[config.mk]
export PLATFORM = sky130hd
export DESIGN_NAME = mux_sel_pipe
export DESIGN_NICKNAME = d
export VERILOG_FILES = /design/src/rtl/mux_sel_pipe.sv
export SDC_FILE = /design/constraint.sdc
export NUM_CORES = 1
export LEC_CHECK = 0
export CORE_AREA = 2 2 39 41
export CTS_CLUSTER_DIAMETER = 50
export DETAILED_ROUTE_END_ITERATION = 8
export DIE_AREA = 0 0 41 43
export SYNTH_ARGS = -nofsm -noshare
export SYNTH_HDL_FRONTEND = slang
export SYNTH_SLANG_ARGS = --single-unit
export TNS_END_PERCENT = 50
[constraint.sdc]
create_clock -name clk -period 1 [get_ports clk]
set_input_delay 0.15 -clock clk [delete_from_list [all_inputs] [get_ports clk]]
set_output_delay 0.15 -clock clk [all_outputs]
set_load 0.01 [all_outputs]
[src/rtl/mux_sel_pipe.sv]
// mux_sel_pipe: registered N-way selector with a valid/ready handshake.
// Selects one of NUM_IN operands of WIDTH bits by `sel`, registers the result,
// and flags out-of-range selects with a sticky error bit.
//
// Optional feature macro: MUX_SEL_PIPE_SKID_EN
//   defined     -> one skid entry absorbs back-pressure; in_ready = !skid_valid
//                  (register-driven, no combinational path from out_ready)
//   not defined -> no skid entry; in_ready = !out_valid | out_ready
//
// Ports:
//   clk        rising-edge clock
//   rst        asynchronous active-high reset
//   in_data    flattened operands, input k at [k*WIDTH +: WIDTH]
//   sel        operand index, sampled with in_data on accept
//   in_valid   upstream offers in_data/sel
//   in_ready   block can accept this cycle
//   out_data   registered selected operand
//   out_valid  out_data is valid
//   out_ready  downstream accepts out_data
//   err_clr    clears sel_err (a same-cycle set wins)
//   sel_err    sticky out-of-range select flag
module mux_sel_pipe #(
  parameter int unsigned WIDTH  = 5,
  parameter int unsigned NUM_IN = 2,
  parameter int unsigned SEL_W  = 1
) (
  input  logic                    clk,
  input  logic                    rst,
  input  logic [NUM_IN*WIDTH-1:0] in_data,
  input  logic [SEL_W-1:0]        sel,
  input  logic                    in_valid,
  output logic                    in_ready,
  output logic [WIDTH-1:0]        out_data,
  output logic                    out_valid,
  input  logic                    out_ready,
  input  logic                    err_clr,
  output logic                    sel_err
);

  logic [WIDTH-1:0] out_data_q, out_data_d;
  logic             out_valid_q, out_valid_d;
  logic             sel_err_q, sel_err_d;
`ifdef MUX_SEL_PIPE_SKID_EN
  logic [WIDTH-1:0] skid_data_q, skid_data_d;
  logic             skid_valid_q, skid_valid_d;
`endif

  logic [WIDTH-1:0] sel_data;
  logic             sel_ok;
  logic             in_fire;
  logic             load_main;

  // Operand select; out-of-range indices yield zero and sel_ok = 0
  always_comb begin
    sel_data = '0;
    sel_ok   = 1'b0;
    for (int unsigned k = 0; k < NUM_IN; k++) begin
      if (sel == SEL_W'(k)) begin
        sel_data = in_data[k*WIDTH +: WIDTH];
        sel_ok   = 1'b1;
      end
    end
  end

`ifdef MUX_SEL_PIPE_SKID_EN
  assign in_ready = !skid_valid_q;
`else
  assign in_ready = !out_valid_q | out_ready;
`endif

  assign in_fire   = in_valid & in_ready;
  assign load_main = !out_valid_q | out_ready;

  // Next-state for main register, skid entry and error flag
  always_comb begin
    out_data_d  = out_data_q;
    out_valid_d = out_valid_q;
    sel_err_d   = sel_err_q;
`ifdef MUX_SEL_PIPE_SKID_EN
    skid_data_d  = skid_data_q;
    skid_valid_d = skid_valid_q;

    if (load_main) begin
      if (skid_valid_q) begin
        // Skid entry is older than anything upstream, so it drains first
        out_data_d   = skid_data_q;
        out_valid_d  = 1'b1;
        skid_valid_d = 1'b0;
      end else if (in_fire) begin
        out_data_d  = sel_data;
        out_valid_d = 1'b1;
      end else begin
        out_valid_d = 1'b0;
      end
    end

    // Catch the one beat accepted while the output is stalling
    if (in_fire && out_valid_q && !out_ready) begin
      skid_data_d  = sel_data;
      skid_valid_d = 1'b1;
    end
`else
    if (load_main) begin
      if (in_fire) begin
        out_data_d  = sel_data;
        out_valid_d = 1'b1;
      end else begin
        out_valid_d = 1'b0;
      end
    end
`endif

    // Set has priority over clear
    if (err_clr) sel_err_d = 1'b0;
    if (in_fire && !sel_ok) sel_err_d = 1'b1;
  end

  // State registers
  always_ff @(posedge clk or posedge rst) begin
    if (rst) begin
      out_data_q   <= '0;
      out_valid_q  <= 1'b0;
      sel_err_q    <= 1'b0;
`ifdef MUX_SEL_PIPE_SKID_EN
      skid_data_q  <= '0;
      skid_valid_q <= 1'b0;
`endif
    end else begin
      out_data_q   <= out_data_d;
      out_valid_q  <= out_valid_d;
      sel_err_q    <= sel_err_d;
`ifdef MUX_SEL_PIPE_SKID_EN
      skid_data_q  <= skid_data_d;
      skid_valid_q <= skid_valid_d;
`endif
    end
  end

  assign out_data  = out_data_q;
  assign out_valid = out_valid_q;
  assign sel_err   = sel_err_q;

endmodule

Yosys cells after proc, flatten, opt, wreduce, memory -nomap -nowiden. Cells that the tools add are included.

Reduce and logical (&&, ||, !) cells: 2. Equal/unequal tests: 0. $add $sub $neg: 0. Bitwise operators: 2. Divide/modulo/power cells: 0. Order comparisons: 0. Multiply operators: 0. Multiplexer cells: 2. Shift operators: 0.

Operators by type and width (number): two-way mux 5 bit (1); AND reduction 2 bit (1); AND 1 bit (1); logical NOT 1 bit (1); two-way mux 1 bit (1); bitwise OR 1 bit (1).

RAM bits: 0. Bits in read-only memories: 0. Logic and storage cells: 8. Memories: 0. Latch bits: 0. Register bits: 6.

Depth between registers and ports, before layout. Gate-level depths: netlist (run 1).

Depth in word-level cells: 4. Mapped depth: 4. Mapped depth without buffers: 3.

Least setup slack after synthesis (run 1). OpenSTA, ideal clock, no wires.

Path kind: reg2reg. From: reg out_valid_q, in the netlist out_valid. To: reg out_data_q[1], in the netlist out_data[1]. Stages on the path, launching flop included: 5. Path buffers: 1. Setup time: 127 ps. Path slack: 91 ps. Arrival time: 782 ps. Cell sequence: dfrtp_1 -> nand2b_4 -> buf_12 -> a21oi_2 -> a31oi_1.

Longest elaborated chain between the ends: 4.

RTL lines: start: declaration (line 41) `logic out_valid_q, out_valid_d;`; start signal: assignment (line 130) `out_valid_q <= out_valid_d;`; logical NOT 1 bit (*) (line 68) `assign in_ready = !out_valid_q | out_ready;`; bitwise OR 1 bit (*) (line 68); via in_ready (line 32) `output logic in_ready,`; AND 1 bit (line 71) `assign in_fire = in_valid & in_ready;`; AND reduction 2 bit (no line) (*); end signal: assignment (line 129) `out_data_q <= out_data_d;`; end: declaration (line 40) `logic [WIDTH-1:0] out_data_q, out_data_d;`.

The timed path passes the listed nets; every way through them passes the cells marked *. A chain may end at the register's enable or synchronous reset.

Worst setup path in the final report (run 1).
From: in out_ready. To: out in_ready.

Longest elaborated chain between the ends: 1.

RTL lines: start: declaration (line 35) `input logic out_ready,`; bitwise OR 1 bit (line 68); end: declaration (line 32).

Every way passes these cells.

==> summary.md, run 1 <==
| Metric | Value |
|---|---|
| Status | complete, no violations |
| Peak supply drop | ~0.35 mV |
| Leakage | 0.267 nW |
| Critical Path Stages | 3 |
| Buf+Inv Stages, Crit Path | 2 |
| GR Overflow Total | 0 |
| Most common cell in the netlist | dfrtp_1 |
| Share of cells above drive strength 1 | 38.2% |
| Clk slew on worst S/H paths | 0.04 ns |
| Num CTS Buffers | 3 |
| Final Skew | 0.000198 ns |
| Iter 0 DRT Violations | 0 |
| Vias per cell | 4.10 |
| Via Count | 291 |
| Arrival time worst endpoint | 0.84 ns |
| Worst reg2reg path depth | 3 |
| Pre-CTS WS | -0.407 ns |
| Post-CTS Setup Inserts | 0 |
| Drt drc | 0 |
| R2r setup slk | 0.04 ns |
| #FFs+latches synth | 6 |
| Final Instance Count excl. Fillers | 71 |
| Die area | between 0.0015 and 0.002 mm2 |
| Ys Warns | 0 |
| Top cells by count, synth | dfrtp_1 (6), a31oi_1 (5), mux2i_1 (5), a21oi_2 (4), buf_4 (2) |
| Final max-slew violation count | 0 |
| Top Family by Delay on Critical Path | buffers and inverters |
| Mapped Cells | 29 |
| Vias in the first global route | 250 |
| Pre-antenna DRT Iters | 1 |
| Gr usage total | 8.77% |
| Routability Congestion | roughly 0.57 |
| Placed cells | 68 |
| Post-DP HPWL | roughly 540 um |
| Crit path cell chain | clkdlybuf4s50_1 -> nand2b_4 -> buf_4 |
| Boundary Pins | 24 |
| Area Overhead vs Synth | 63.8% |
| Resized cells post-CTS | 20 |
| # hold bufs at CTS | 0 |
| CP Max Fanout | 2 |
| Clk Latency, worst-skew pair | 0.24 ns |
| Post-DRT Antenna Nets | 0 |
| CTS tree | done |
| Seq/Total Area, Yosys | a little over two fifths |
| Wire length per cell | roughly 9 um |
| Ant diodes | 0 |
| CTS sink cnt | 6 |
| EDFF count, synth | 0 |
| Post-synth ARST share | 100% |
| Reg area | approximately 150 um2 |
| Worst Setup End Kind | primary output |
| RR Endpoint | out_valid |
| Final #Nets | 73 |
| Average size of a mapped cell | 12.0 um2 |
| Fin crit share | 99.0% |
| Routed WL | 627 um |
| Core box area | about 0.0014 mm2 |
| Cell Rows | 14 |
| FF-to-FF Start | out_valid |
| Maxcap violations | 0 |
| Most used DFF post-synth | dfrtp_1 |
| Final setup viols | 0 |
| Final worst slack | between 0.01 and 0.015 ns |
| Final min period | 0.990 ns |
| Worst setup SP type | input pin |
| Peak Freq | between 1000 and 1500 MHz |
| Crit path required time | 0.85 ns |
| CP Class | in -> out |
| Clock root cell | clkbuf_4 |
| Buffer depth of the longest clock path | 2 |
| Post-synth top area share | between 40% and 50% |
| Top cell type by total area after synthesis | dfrtp_1 |
| PwrDens | 1300 mW/mm2 |
| Synthesized area | 349 um2 |
| Initial antenna violation count | 0 |
| Die Ht | 43 um |
| Fillers | 152 |
| Top post-synthesis cells by area | dfrtp_1 (43%), mux2i_1 (14%), a21oi_2 (10%) |
| IO buf count | 21 |
| Max stage delay on crit path | 0.45 ns |
| Multi-input logic area | between 100 and 150 um2 |
| Hold_ws | 0.119 ns |
| Die W | 41 um |
| CP max-delay cell | clkdlybuf4s50_1 |
| H-tree Lvls | 1 |
| Starting Density | 25.2% |
| Pin count of the biggest net entering global routing | 12 |
| Yosys cell types | 12 |
| Global-route wire length before repair | 1030 um |
| Hold crit path type | in -> async |
| Net count after synthesis | 45 |
| Fin. Hold Viols | 0 |
| RSZ-0062 raised after global routing | true |
==> where the power goes <==
group	total, mW	switching [mW]	internal, mW	leakage, nW
Clock	0.212	0.0773	0.135	0.0138
Combinational	0.237	0.0939	0.143	0.187
Sequential	0.295	0.0182	0.276	0.0659
==> per-stage QoR <==
step           cell area, um2  total power, mW  TNS [ns]  util [%]
6_report                  572            0.743         0      41.3
5_1_grt                   572            0.787   -0.0146      41.3
4_1_cts                   593            0.768  -0.00655      42.9
3_5_place_dp              576            0.568     -2.00      41.6
3_3_place_gp              576            0.566     -1.93      41.6
2_1_floorplan             349            0.413         0         -
==> layout by cell type, fill, tap and decap left out, drive strengths merged <==
cell type,count
dfrtp,6
dlymetal6s2s,1
buf,9
mux2i,5
clkdlybuf4s50,13
conb,1
nand2b,1
inv,1
or2b,1
a31oi,5
a21oi,5
clkbuf,7
==> registers in the layout (all words and copies together) (netlist names) <==
register and flops:
out_data 5, out_valid 1
==> how the worst max path moves through the flow <==
stage / slack, ns / endpoint / startpoint
after floorplan: 0.09 / out_data[1] / out_valid
after global placement: -0.40 / in_ready / out_ready
after detailed placement: -0.41 / in_ready / out_ready
after CTS: -0.007 / in_ready / out_ready
after global routing: -0.01 / in_ready / out_ready
final: 0.01 / in_ready / out_ready
==> cells by family after synthesis <==
kind of cell / share of synthesized area, %
AO/OA/AOI/OAI: 20.4
flip-flops: 43.0
multiplexers: 14.3
buffers and inverters: 15.1
AND/OR/NAND/NOR: 6.09
other: 1.07
==> per-layer routing <==
layer / global-route usage [%] / share of wire (%) / up-vias / routed length, um
met5: 0 / 0 / - / 0
met1: 12.1 / 44 / 118 / 277
met3: 1.57 / 9.4 / 2 / 59
met2: 10.9 / 44 / 17 / 273
met4: 8.00 / 2.7 / 0 / 17
li1: - / - / 154 / -
==> final cells by class <==
class / instances / share of cell area (%)
repair buffers: 27 / 40.0
flip-flops and latches: 6 / 26.3
multi-input cells: 18 / 25.6
clock buffers: 3 / 3.94
well taps: 16 / 3.50
inverters: 1 / 0.656
==> worst register-to-register path, delay by kind of cell (launching register included) <==
family                 cells  cell delay (ns)
buffers and inverters      1             0.14
and+or+nand+nor            2             0.31
DFF                        1             0.39
Note: power is estimated with default switching activity, not from simulation.
==> inputs of run 2 (changes only) <==
--- a/config.mk
+++ b/config.mk
@@ -9,6 +9,7 @@
 export CTS_CLUSTER_DIAMETER = 50
 export DETAILED_ROUTE_END_ITERATION = 8
 export DIE_AREA = 0 0 41 43
+export SKIP_CTS_REPAIR_TIMING = 1
 export SYNTH_ARGS = -nofsm -noshare
 export SYNTH_HDL_FRONTEND = slang
 export SYNTH_SLANG_ARGS = --single-unit
==> summary.md, run 2 (synthesized netlist as in run 1, its figures left out) <==
| Metric | Value |
|---|---|
| H-tree Lvls | 1 (unchanged) |
| RSZ-0062 raised after global routing | true |
| Commonest non-fill, non-tap cells in the layout | clkdlybuf4s50_1 (13), dlymetal6s2s_1 (7), dfrtp_1 (6) |
| Die area | 0.00176 mm2 (unchanged) |
| Final setup viols | 0 (unchanged) |
| Pin count of the biggest net entering global routing | 12 (unchanged) |
| Gr usage total | 8.77% (unchanged) |
| Cell Rows | 14 (unchanged) |
| Starting Density | 25.2% (unchanged) |
| Ant diodes | 0 (unchanged) |
| Pre-antenna DRT Iters | 1 (unchanged) |
| Vias per cell | 4.10 (unchanged) |
| Leading cell type in the layout, fill and taps excluded | clkdlybuf4s50_1 |
| Max FFs per register | 5 (unchanged) |
| Clk Latency, worst-skew pair | 0.24 ns (about the same) |
| Setup TNS | 0 ns (unchanged) |
| Final max-slew violation count | 0 (unchanged) |
| Clk slew on worst S/H paths | 0.04 ns (about the same) |
| CP Class | in -> out |
| Global-route wire length before repair | 1030 um (unchanged) |
| CTS tree | done |
| Die Ht | 43 um (unchanged) |
| Routed WL | 621 um (-0.96%) |
| Final #Nets | 73 (unchanged) |
| Buffer depth of the longest clock path | 2 (unchanged) |
| CP Max Fanout | 2 (unchanged) |
| Pre-CTS WS | -0.407 ns (unchanged) |
| Die W | 41 um (unchanged) |
| Initial antenna violation count | 0 (unchanged) |
| Worst Setup End Kind | primary output |
| Share of cells above drive strength 1 | 27.3% (-11 points) |
| Worst setup SP type | input pin |
| Arrival time worst endpoint | 0.83 ns (about the same) |
| Leakage | 0.309 nW (+16%) |
| Num CTS Buffers | 3 (unchanged) |
| Crit path required time | 0.85 ns (about the same) |
| Fin crit share | 97.8% (-1.2 points) |
| Final min period | 0.978 ns (-0.0119 ns) |
| Via Count | 291 (unchanged) |
| FF-to-FF Start | out_valid |
| Clock root cell | clkbuf_4 |
| IO buf count | 21 (unchanged) |
| Post-DRT Antenna Nets | 0 (unchanged) |
| Status | complete, no violations |
| Area Overhead vs Synth | 77.8% |
| Boundary Pins | 24 (unchanged) |
| Peak supply drop | 0.355 mV (+0.79%) |
| PwrDens | 1240 mW/mm2 (-5.0%) |
| Fin. Hold Viols | 0 (unchanged) |
| Routability Congestion | 0.568 (unchanged) |
| CTS sink cnt | 6 (unchanged) |
| Iter 0 DRT Violations | 0 (unchanged) |
| Drt drc | 0 (unchanged) |
| Hold_ws | 0.119 ns (+0.0000840 ns) |
| Vias in the first global route | 250 (unchanged) |
| Peak Freq | 1020 MHz (+1.2%) |
| Maxcap violations | 0 (unchanged) |
| Post-DP HPWL | 536 um (unchanged) |
| Final Skew | 0.000177 ns (-0.0000211 ns) |
| Core box area | 0.00138 mm2 (unchanged) |
| Final worst slack | 0.0222 ns (+0.0119 ns) |
| Crit path from | out_ready |
| Fillers | 144 (-5.3%) |
| GR Overflow Total | 0 (unchanged) |
| Hold crit path type | in -> async |
| Wire length per cell | 8.75 um (-0.96%) |
run 2: cell count changes in the layout (fill, tap and decap cells not counted), sizes merged:
cell	change
dlymetal6s2s	+6
clkbuf	-4
buf	-2
run 2: metal layers:
metal	wire [um]	global-route usage, %	up-vias
li1	-	-	155
met1	269	12.1	117
met2	276	10.9	17
met3	58	1.57	2
met4	17	8.00	0
met5	0	0	-
run 2: layout make-up:
type | count | area (um2) | share of cell area, %
clock buffers | 3 | 22.5 | 3.63
flip-flops and latches | 6 | 150 | 24.2
well taps | 16 | 20.0 | 3.23
repair buffers | 27 | 278 | 44.8
multi-input cells | 18 | 146 | 23.6
inverters | 1 | 3.75 | 0.605
run 2: where the power goes:
| part | leakage (nW) | switching (mW) | internal [mW] |
|---|---|---|---|
| clock | 0.0138 | 0.0772 | 0.135 |
| sequential | 0.0659 | 0.0161 | 0.276 |
| combinational | 0.230 | 0.0943 | 0.168 |
run 2: stage by stage:
step           area, um2  util, %  instances  total power, mW
3_5_place_dp         576     41.6         68            0.568
6_report             621     44.8         71            0.767
4_1_cts              598     43.2         71            0.785
5_1_grt              621     44.8         71            0.812
3_3_place_gp         576     41.6         68            0.566
2_1_floorplan        349        -         29            0.413
run 2: worst max-delay path, stage by stage:
cell             delay [ns]
clkdlybuf4s50_1        0.45
nand2b_4               0.12
buf_6                  0.10
run 2: final timing paths:
check | end | slack [ns] | depth (start not counted)
worst max-delay path | in_ready | 0.02 | 3
worst min-delay path | out_data[0] | 0.12 | 2
worst max register to register | out_valid | 0.04 | 3
worst min register to register | out_data[0] | 0.55 | 2
max in group asynchronous | out_data[3] | 0.70 | 2
min in group clk | out_data[0] | 0.43 | 3
==> edit (config.mk and constraints of run 1) <==
Add a define of `MUX_SEL_PIPE_SKID_EN`.
--- a/src/rtl/mux_sel_pipe.sv
+++ b/src/rtl/mux_sel_pipe.sv
@@ -19,6 +19,8 @@
 //   out_ready  downstream accepts out_data
 //   err_clr    clears sel_err (a same-cycle set wins)
 //   sel_err    sticky out-of-range select flag
+`define MUX_SEL_PIPE_SKID_EN
+
 module mux_sel_pipe #(
   parameter int unsigned WIDTH  = 5,
   parameter int unsigned NUM_IN = 2,
Check against the original RTL: not equivalent (Yosys sat finds a counterexample within 4 cycles, from zero or initial values and one cycle with rst high).
==> edit against run 1 <==
  * The run now ends with setup timing left
  * Sequential share of layout area rose by 6.3 points
  * First-iteration DRC count rose by 11
  * Fmax fell by 21%
  * Routed wire length rose by 120%
  * Cell area rose by 62%
  * Sequential cell count rose by 6
  * Setup slack got worse by 0.26 ns
  * Area after synthesis rose by 66%
  * Die area did not move
  * Utilization rose by 26 points
  * Total power rose by 93%
  * Critical path type is now register to register
  * Largest cell class is now sequential cells
==> edit: results <==
outcome:
  status: "finished with violations"
  violations: "setup timing"
cts:
  htree_levels: 1
  max-clock-path-buffers: 2
  cts-root-buf: "clkbuf_4"
  cts_made_buffers: 3
  clkTransAtPathRegs_ns: 0.08
  clk_latency_ns: 0.27
power:
  p_leak_nw: 0.4391
  ir_drop_v: 0.0007771
route:
  first_pass_iters: 5
  postRouteAntennaNets: 0
  drt_iter0_markers: 11
  via_per_inst: 5.221
  routed_wirelength_mm: 1.402
timing:
  holdWs_ns: 0.1571
  clock_skew_ns: 0.001582
  worst_slack_ns: -0.2526
  finalSetupViolCount: 13
critical_path:
  slowest_stage: "dfrtp_2"
  r2r-start: "skid_valid_q$_DFFE_PP0P_"
  r2r_cells: 4
  cp.arrival_ns: 1.45
  path_class: "register to register"
  reg2reg_to: "skid_data_q[1]$_DFFE_PP0P_"
  cpPeakStageDelay_ns: 0.49
  cp_max_fo: 8
placed_design:
  io_buffers: 21
  place_congestion: 0.7457
  dpl.hpwl_mm: 1.030
finish:
  antennaDiodeCount: 0
  layout-drive-gt1-share: 0.3636
  final.fill_count: 130
  fin_nets: 105
logic_synthesis:
  synth_nets: 71
  synth_common_cells: "dfrtp_1, nor2_1, nor2b_1"
  synth-seq-area-share: 0.5172
  synth_area_leaders: "dfrtp_1, mux2i_1, a2111oi_0, a21o_1, nor2b_1"
  async_flop_share: 1.000
  ys_types: 16
  yosysWarnings: 0
grt:
  grt_pass1_wl_mm: 2.187
  grt_pass1_vias: 537
  antenna_found_initial: 0
  grt_max_degree: 13
  track_usage: 0.1877
worst_hold_path:
  hold_class: "input port to async pin"
-- edit: worst min-delay path by stage --
stage,start,end,depth (start not counted)
6_report,rst,out_data[1]$_DFFE_PP0P_,3
4_1_cts,rst,out_data[1]$_DFFE_PP0P_,3
3_3_place_gp,rst,out_data[1]$_DFFE_PP0P_,3
5_1_grt,rst,out_data[1]$_DFFE_PP0P_,3
3_5_place_dp,rst,out_data[1]$_DFFE_PP0P_,3
2_1_floorplan,rst,out_data[0]$_DFFE_PP0P_,1
-- edit: power by group --
part	internal, mW	switching (mW)	leakage [nW]	total, mW
combinational	0.226	0.180	0.281	0.406
clock	0.221	0.167	0.0210	0.388
sequential	0.580	0.0601	0.138	0.640
-- edit: logic make-up (layout without fill, tap and decap cells) --
group / Yosys count / after routing / share of synthesized area
AO/OA/AOI/OAI: 16 / 16 / 0.1918
AND/OR/NAND/NOR: 16 / 16 / 0.1444
flip-flops: 12 / 12 / 0.5172
multiplexers: 5 / 5 / 0.08621
buffers and inverters: 5 / 38 / 0.05388
other: 1 / 1 / 0.006459
-- edit: per-layer routing --
metal,vias up,GRT usage,share of wire
li1,261,-,-
met1,260,0.2448,0.40
met2,20,0.2656,0.50
met3,2,0.06283,0.087
met4,0,0.1000,0.010
met5,-,0,0
-- edit: worst max-delay path, delay by kind of cell, from the launching register on --
family / cells / cell delay (ns)
AND/OR/NAND/NOR: 2 / 0.37
flip-flops: 1 / 0.49
buffers and inverters: 1 / 0.19
AO/OA/AOI/OAI: 1 / 0.13
-- edit: what timing repair did --
item | in CTS | in global routing
buffers inserted | 2 | 0
gates resized for setup | 42 | 7
pin swaps | 3 | 2
setup endpoints to repair | 19 | 13
gates cloned | 0 | 1
-- edit: cell type report --
cell class	count	area, um2	area share
Tap cell	16	20.02	0.02159
Timing Repair Buffer	32	260.3	0.2807
Sequential cell	12	301.5	0.3252
Multi-Input combinational cell	38	299.0	0.3225
Clock buffer	4	36.28	0.03914
Inverter	2	10.01	0.01080
-- edit: stage by stage --
step / setup TNS, ns / cell area, um2 / worst slack, ns / std cells
floorplan: -0.6798 / 580.6 / -0.07715 / 55
global placement: -5.502 / 847.1 / -0.6784 / 97
detailed placement: -5.570 / 847.1 / -0.7125 / 97
CTS: -2.090 / 890.9 / -0.1930 / 103
global route: -3.435 / 927.1 / -0.3199 / 104
finish: -2.626 / 927.1 / -0.2526 / 104
